### src/rtl/gpio_wb_arbiter.sv
// gpio_wb_arbiter
//   Two-master to one-slave Wishbone arbiter sharing the user-area GPIO
//   peripheral between the Caravel management bus (master 0) and the rvj1
//   core data bus (master 1). Grants are round-robin, registered, and held
//   for the whole bus cycle (while the granted master keeps cyc high).
//   A per-transaction watchdog aborts any beat the slave never acknowledges
//   by self-acking the master with TIMEOUT_DATA and dropping the slave
//   strobe, so an unserviced address cannot hang either master.
//
// Ports
//   clk_i, rst_i           clock, asynchronous active-high reset
//   m0_* / m1_*            Wishbone slave-side ports for master 0 / master 1
//   s_*                    Wishbone master-side port to the GPIO slave
//   grant_o                one-hot current grant (bit0 = m0, bit1 = m1), 0 idle
//   timeout_o              sticky flag: an access was aborted
//   timeout_clr_i          synchronous clear of timeout_o (a new abort wins)
module gpio_wb_arbiter #(
  parameter int unsigned TIMEOUT_CYCLES = 16,
  parameter logic [31:0] TIMEOUT_DATA   = 32'hDEAD_BEEF,
  parameter int unsigned CNT_WIDTH      = 5
) (
  input  logic        clk_i,
  input  logic        rst_i,
  input  logic        m0_cyc_i,
  input  logic        m0_stb_i,
  input  logic        m0_we_i,
  input  logic [31:0] m0_adr_i,
  input  logic [31:0] m0_dat_i,
  input  logic [3:0]  m0_sel_i,
  output logic        m0_ack_o,
  output logic [31:0] m0_dat_o,
  input  logic        m1_cyc_i,
  input  logic        m1_stb_i,
  input  logic        m1_we_i,
  input  logic [31:0] m1_adr_i,
  input  logic [31:0] m1_dat_i,
  input  logic [3:0]  m1_sel_i,
  output logic        m1_ack_o,
  output logic [31:0] m1_dat_o,
  output logic        s_cyc_o,
  output logic        s_stb_o,
  output logic        s_we_o,
  output logic [31:0] s_adr_o,
  output logic [31:0] s_dat_o,
  output logic [3:0]  s_sel_o,
  input  logic        s_ack_i,
  input  logic [31:0] s_dat_i,
  output logic [1:0]  grant_o,
  output logic        timeout_o,
  input  logic        timeout_clr_i
);

  typedef enum logic [1:0] {
    IDLE = 2'd0,
    GNT0 = 2'd1,
    GNT1 = 2'd2
  } state_t;

  // Counter value on which an unacknowledged beat is aborted.
  localparam logic [CNT_WIDTH-1:0] CNT_LAST = CNT_WIDTH'(TIMEOUT_CYCLES - 1);

  state_t               state, state_nxt;
  logic                 last_grant, last_grant_nxt;
  logic [CNT_WIDTH-1:0] cnt, cnt_nxt;
  logic                 timeout_nxt;

  logic                 sel_cyc, sel_stb, sel_we;
  logic [31:0]          sel_adr, sel_dat;
  logic [3:0]           sel_sel;
  logic                 abort;
  logic                 master_ack;
  logic [31:0]          master_dat;

  // Pick the bus signals of whichever master currently holds the grant.
  // In IDLE everything is zero so the slave sees a quiet bus.
  always_comb begin
    sel_cyc = 1'b0;
    sel_stb = 1'b0;
    sel_we  = 1'b0;
    sel_adr = '0;
    sel_dat = '0;
    sel_sel = '0;
    unique case (state)
      GNT0: begin
        sel_cyc = m0_cyc_i;
        sel_stb = m0_stb_i;
        sel_we  = m0_we_i;
        sel_adr = m0_adr_i;
        sel_dat = m0_dat_i;
        sel_sel = m0_sel_i;
      end
      GNT1: begin
        sel_cyc = m1_cyc_i;
        sel_stb = m1_stb_i;
        sel_we  = m1_we_i;
        sel_adr = m1_adr_i;
        sel_dat = m1_dat_i;
        sel_sel = m1_sel_i;
      end
      default: ;
    endcase
  end

  // A real slave ack in the last watchdog cycle beats the abort.
  assign abort = sel_cyc && sel_stb && !s_ack_i && (cnt == CNT_LAST);

  // Strobe is qualified with cyc so a master that drops cyc mid-access
  // releases the slave in the same cycle; the abort kills both lines.
  assign s_cyc_o = sel_cyc & ~abort;
  assign s_stb_o = sel_cyc & sel_stb & ~abort;
  assign s_we_o  = sel_we;
  assign s_adr_o = sel_adr;
  assign s_dat_o = sel_dat;
  assign s_sel_o = sel_sel;

  // Acks are only forwarded to a master that still owns an active beat, so
  // a late slave ack after the master gave up is swallowed.
  assign master_ack = (sel_cyc & sel_stb & s_ack_i) | abort;
  assign master_dat = abort ? TIMEOUT_DATA : s_dat_i;

  assign m0_ack_o = (state == GNT0) & master_ack;
  assign m1_ack_o = (state == GNT1) & master_ack;
  assign m0_dat_o = (state == GNT0) ? master_dat : '0;
  assign m1_dat_o = (state == GNT1) ? master_dat : '0;

  assign grant_o  = {state == GNT1, state == GNT0};

  // Round-robin arbitration: on a tie the master that did not own the last
  // grant wins. Leaving a grant always passes through IDLE for one cycle.
  always_comb begin
    state_nxt      = state;
    last_grant_nxt = last_grant;
    unique case (state)
      IDLE: begin
        if (m0_cyc_i && m1_cyc_i) begin
          state_nxt = last_grant ? GNT0 : GNT1;
        end else if (m0_cyc_i) begin
          state_nxt = GNT0;
        end else if (m1_cyc_i) begin
          state_nxt = GNT1;
        end
      end
      GNT0: begin
        if (!m0_cyc_i) begin
          state_nxt      = IDLE;
          last_grant_nxt = 1'b0;
        end
      end
      GNT1: begin
        if (!m1_cyc_i) begin
          state_nxt      = IDLE;
          last_grant_nxt = 1'b1;
        end
      end
      default: state_nxt = IDLE;
    endcase
  end

  // Watchdog counts consecutive stb-without-ack cycles of the granted beat
  // and restarts on any ack, on stb/cyc low, on an abort and in IDLE.
  always_comb begin
    cnt_nxt = '0;
    if (sel_cyc && sel_stb && !s_ack_i && !abort) begin
      cnt_nxt = cnt + 1'b1;
    end
  end

  // Sticky abort flag; a new abort has priority over the clear.
  always_comb begin
    timeout_nxt = timeout_o;
    if (abort) begin
      timeout_nxt = 1'b1;
    end else if (timeout_clr_i) begin
      timeout_nxt = 1'b0;
    end
  end

  // State registers. last_grant resets to m1 so m0 wins the first tie.
  always_ff @(posedge clk_i or posedge rst_i) begin
    if (rst_i) begin
      state      <= IDLE;
      last_grant <= 1'b1;
      cnt        <= '0;
      timeout_o  <= 1'b0;
    end else begin
      state      <= state_nxt;
      last_grant <= last_grant_nxt;
      cnt        <= cnt_nxt;
      timeout_o  <= timeout_nxt;
    end
  end

endmodule

### config.mk
export PLATFORM = sky130hd
export DESIGN_NAME = gpio_wb_arbiter
export DESIGN_NICKNAME = d
export VERILOG_FILES = /design/src/rtl/gpio_wb_arbiter.sv
export SDC_FILE = /design/constraint.sdc
export NUM_CORES = 1
export LEC_CHECK = 0
export CAP_MARGIN = 10
export CORE_AREA = 2 2 123 125
export DETAILED_ROUTE_END_ITERATION = 8
export DIE_AREA = 0 0 125 127
export GPL_ROUTABILITY_DRIVEN = 0
export GPL_TIMING_DRIVEN = 0
export PLACE_DENSITY_LB_ADDON = 0.3
export RECOVER_POWER = 25
export SYNTH_ARGS = -nofsm -noshare
export SYNTH_HDL_FRONTEND = slang
export SYNTH_SLANG_ARGS = --single-unit
### constraint.sdc
create_clock -name clk_i -period 2.8 [get_ports clk_i]
set_clock_uncertainty 0.2 [all_clocks]
set_input_delay 0.7 -clock clk_i [delete_from_list [all_inputs] [get_ports clk_i]]
set_output_delay 0.7 -clock clk_i [all_outputs]
set_load 0.05 [all_outputs]
Yosys cells after proc, flatten, opt, wreduce, memory -nomap -nowiden

Cells that the tools add are included.

Register bits after elaboration: 9
Input bits: 178

Add/subtract/negate cells: 1
Eq/ne operators: 6
Mux-type cells: 22
Bitwise gates (word level): 8
Reductions and logical operators: 12

Operators with widths:

| operator                                                        | number |
|---|---|
| 32-bit one-hot mux with 2 select lines                          | 2 |
| 32-bit 2-to-1 mux                                               | 3 |
| 2-bit 2-to-1 mux                                                | 6 |
| 1-bit one-hot mux with 2 select lines                           | 4 |
| 4-bit one-hot mux with 2 select lines                           | 1 |
| 1-bit bitwise AND                                               | 6 |
| 2-bit one-hot mux with 3 select lines                           | 1 |
| 3-bit AND reduction                                             | 2 |
| 5-bit by 1-bit adder with 5-bit output, second input constant   | 1 |
| 5-bit by 4-bit == test with 1-bit output, second input constant | 1 |
| 1-bit logical AND                                               | 5 |
| 5-bit 2-to-1 mux                                                | 1 |
| 1-bit 2-to-1 mux                                                | 4 |
| 2-bit != test, second input constant                            | 2 |
| 4-bit != test, second input constant                            | 1 |
| 2-bit nonzero test                                              | 2 |
| 2-bit by 1-bit == test with 1-bit output, second input constant | 1 |
| 2-bit == test, second input constant                            | 1 |
| 1-bit logical NOT                                               | 2 |
| 2-bit logical NOT                                               | 1 |
| 1-bit inverter                                                  | 1 |
| 1-bit bitwise OR                                                | 1 |

Longest topological paths before layout

Word-level depth: 8
Depth in mapped cells: 8
Mapped depth without buffers: 6

Worst setup path before layout

OpenSTA, ideal clock, no wires.

Path type: register to output
Start: register state[1]
End: output s_dat_o[17]
Arrival: 2,423 ps
Path slack: -523 ps
Stages on the path, launching flop included: 8
Path buffers: 3
Cells stage by stage: dfrtp_1 -> inv_1 -> ha_1 -> buf_2 -> buf_2 -> clkbuf_1 -> a22oi_1 -> nor2b_1

Longest elaborated chain between the ends: 2

Ends and longest elaborated chain:

| item                                     | line | text |
|---|---|---|
| start: declaration                       | 62   | `state_t state, state_nxt;` |
| start signal: assignment                 | 186  | `state <= state_nxt;` |
| 2-bit by 1-bit == test with 1-bit output | -    |  |
| named net grant_o[0]                     | 48   | `output logic [1:0] grant_o,` |
| 32-bit one-hot mux with 2 select lines   | 83   | `unique case (state)` |
| end: declaration                         | 44   | `output logic [31:0] s_dat_o,` |

The timed path passes the listed nets, and every way through them passes these cells.

Worst setup path in the final report

Start: register state[1]
End: output m1_dat_o[7]

Longest elaborated chain between the ends: 7

Ends and longest elaborated chain:

| item                                                                      | line    | text |
|---|---|---|
| 2-bit == test or 2-bit by 1-bit == test with 1-bit output (tied branches) | 83, 124 |  |
| 1-bit one-hot mux with 2 select lines                                     | 83      |  |
| 1-bit logical AND (3 in a row)                                            | 105     | `assign abort = sel_cyc && sel_stb && !s_ack_i && (cnt == CNT_LAST);` |
| 32-bit 2-to-1 mux                                                         | 119     | `assign master_dat = abort ? TIMEOUT_DATA : s_dat_i;` |
| 32-bit 2-to-1 mux *                                                       | 124     | `assign m1_dat_o = (state == GNT1) ? master_dat : '0;` |
| end: declaration                                                          | 39      | `output logic [31:0] m1_dat_o,` |

Every way passes the cells marked *; elsewhere a longest branch is shown, timed or not.

==> out/results.ini <==
[outcome]
outcome = finished, violations left
failed_checks = setup timing

[sta]
post-route-period-util_pct = 107
tightest_slew_ns = 0.527
setup_slack_ns = -0.203
slew_violations = 0
finalHoldViolations = 0
rsz0062_at_grt = true
max_freq_mhz = 333
slew_headroom_pct = 64.8
fin_crit_ns = 3.00
setup_violations = 62
setup_tns_ns = -9.40

[grt]
grt_pass1_vias = 3907
grt_util_all_layers_pct = 17.0
use_met2_pct = 33.7
use_met3_pct = 3.10
grt_overflow_total = 0
antenna_found_initial = 0
grt_util_met1_pct = 19.0
grt_pass1_wl_mm = 21.7
busiest_layer = met2
grt_max_degree = 11

[clock_network]
cts_root_buf = clkbuf_16
cts_inserted_buffers = 3
clockBufferDepth = 2
worstSkewPairLatency_ns = 0.24
tritoncts = yes
cts_sinks = 9
cts.htree.levels = 1
cts.clk_slew.worst_paths_ns = 0.04
ctsHoldBuffers = 0

[route]
drt.antenna.violating_nets = 0
drtIter0Drc = 85
num_vias = 3830
drt_wl_total_mm = 15.7
vias_per_cell = 4.61
drt_pass1_iterations = 4
wire_per_inst_um = 18.9
drcViolationCount = 0

[synthesis]
syn_inst = 296
ys_warn_count = 0
syn-cell-area_sq_um = 2130
synth_sequential_area_ratio_pct = 10.6
ys_ff_latch = 9
synth_cell_types = 27
syn_avg_cell_area_sq_um = 7.19
synth_fp_nets = 479

[pwr]
p_sw_w = 0.00357
p_clk_share_pct = 3.9
switching_share_pct = 54.3
vdd_drop_max_v = 0.000430
intPower_w = 0.00300
pwr-share-comb_pct = 93.4
powerDensity_nw_per_um2 = 920
p_seq_share_pct = 2.7
p_leak_nw = 2.89

[critical_path]
start_kind = register
cp_cell_sequence = ha_4 -> buf_8 -> a22o_4 -> and4_4 -> buf_8 -> buf_8 -> o21a_2 -> buf_8
slowest_stage = dfrtp_1
required_ns = 1.90
cp_max_fo = 10
path_class = reg -> out
worstPathArrival_ns = 2.10
cpMostUsedCell = buf_8
cp-end-kind = primary output
critPathMaxStageDelay_ns = 0.43
crit_family = buffers and inverters
path_buf_inv = 4

[final_layout]
final_common_cell = clkdlybuf4s50_1
final_nets = 830
mostFrequentLayoutCells = clkdlybuf4s50_1, buf_4, buf_6, buf_8
diodes = 0
drive_above_1_share_pct = 62.1
syn_to_final_growth_pct = 236

[floorplan]
start_util_pct = 14.7
core_area_sq_um = 14400
die_w_um = 125
fp.dieH_um = 127
num_rows = 44
io_pins = 318
dieArea_sq_um = 15900

[hold_path]
hold_class = reg -> reg

[place]
post-place-ws_ns = -1.13
io_buffer_count = 317
dp_hpwl_mm = 12.1

[flow_run]
maxCapViolCount = 0

==> cell type report <==
class / count / area, sq um
plain buffers: 38 / 375
clock buffers: 4 / 78.8
fillers: 1305 / 7280
inverters: 6 / 22.5
multi-input cells: 242 / 2610
flip-flops and latches: 9 / 226
well taps: 184 / 230
repair buffers: 347 / 3600
==> tightest hold or removal path: cells and delay by family (launching register included) <==
kind | cells | cell delay [ns]
buffers and inverters | 1 | 0.11
flip-flops | 1 | 0.34
AND/OR/NAND/NOR | 1 | 0.04
==> metal layers <==
metal / up-vias / wire length, um
li1: 1789 / -
met1: 1826 / 5730
met2: 200 / 8650
met3: 15 / 1070
met4: 0 / 206
met5: - / 0
==> power by group through the flow <==
stage	Clock, W	Sequential [W]	Combinational, W
2_1_floorplan	0	0.000168	0.00360
3_3_place_gp	0	0.000173	0.00524
3_5_place_dp	0	0.000173	0.00528
4_1_cts	0.000260	0.000175	0.00562
5_1_grt	0.000267	0.000179	0.00642
6_report	0.000256	0.000177	0.00614
==> stage by stage <==
stage	util [%]	instance area, sq um	total power (W)	cells	hold WS, ns
floorplan	-	2530	0.00377	296	0.233
global placement	41.1	5930	0.00541	797	0.248
detailed placement	41.1	5930	0.00545	797	0.250
CTS	44.4	6400	0.00606	816	0.335
global route	49.5	7140	0.00686	830	0.372
finish	49.5	7140	0.00657	830	0.326
==> flip-flops by register name, indices dropped and copies added (netlist names) <==
register / count
last_grant: 1
cnt: 5
state: 2
timeout_o: 1
==> path summary, 6_finish.rpt <==
| path | from | depth (start not counted) | slack [ns] | end |
|---|---|---|---|---|
| setup / recovery | state[1]$_DFFE_PP0P_ | 8 | -0.20 | m1_dat_o[7] |
| hold / removal | cnt[0]$_DFF_PP0_ | 2 | 0.33 | cnt[0]$_DFF_PP0_ |
| setup reg to reg | state[1]$_DFFE_PP0P_ | 7 | 0.88 | state[0]$_DFFE_PP0P_ |
| hold reg to reg | cnt[0]$_DFF_PP0_ | 2 | 0.33 | cnt[0]$_DFF_PP0_ |
| max in group asynchronous | rst_i | 2 | 1.44 | last_grant$_DFFE_PP1P_ |
| min in group asynchronous | rst_i | 2 | 0.66 | cnt[3]$_DFF_PP0_ |
==> synth_stat cells <==
master / count / share of area [%]
nand2_1: 4 / 0.71
dfstp_2: 1 / 1.2
xnor2_1: 1 / 0.41
and3_1: 21 / 6.2
a22oi_1: 70 / 25
buf_6: 4 / 2.1
o21a_1: 48 / 17
nand4_2: 1 / 0.59
o2111ai_1: 1 / 0.41
buf_4: 1 / 0.35
nor2b_1: 72 / 21
inv_1: 6 / 1.1
a21oi_1: 2 / 0.47
clkbuf_1: 24 / 4.2
xor2_1: 1 / 0.41
o21ai_0: 3 / 0.71
nor2_1: 5 / 0.88
or2_2: 1 / 0.29
buf_2: 6 / 1.4
a22o_1: 2 / 0.82
and4_4: 1 / 0.53
buf_1: 4 / 0.71
nand4_1: 2 / 0.59
ha_1: 5 / 2.9
a22o_2: 1 / 0.47
dfrtp_1: 8 / 9.4
nand3_1: 1 / 0.24
==> what timing repair did <==
action / CTS / global route
endpoints found under the setup margin: 137 / 139
pin swaps: 8 / 12
setup buffers: 14 / 12
cloned: 2 / 3
resized for setup: 971 / 198
==> cells by family (layout without fill, tap and decap cells) <==
kind of cell / count (synthesis) / in the layout / share of synthesized area, %
xor+xnor: 2 / 2 / 0.824
simple gates: 108 / 108 / 31.2
buf+inv: 45 / 395 / 9.88
compound gates: 127 / 127 / 44.5
flops: 9 / 9 / 10.6
fa+ha+maj: 5 / 5 / 2.94
Note: power is estimated with default switching activity, not from simulation.
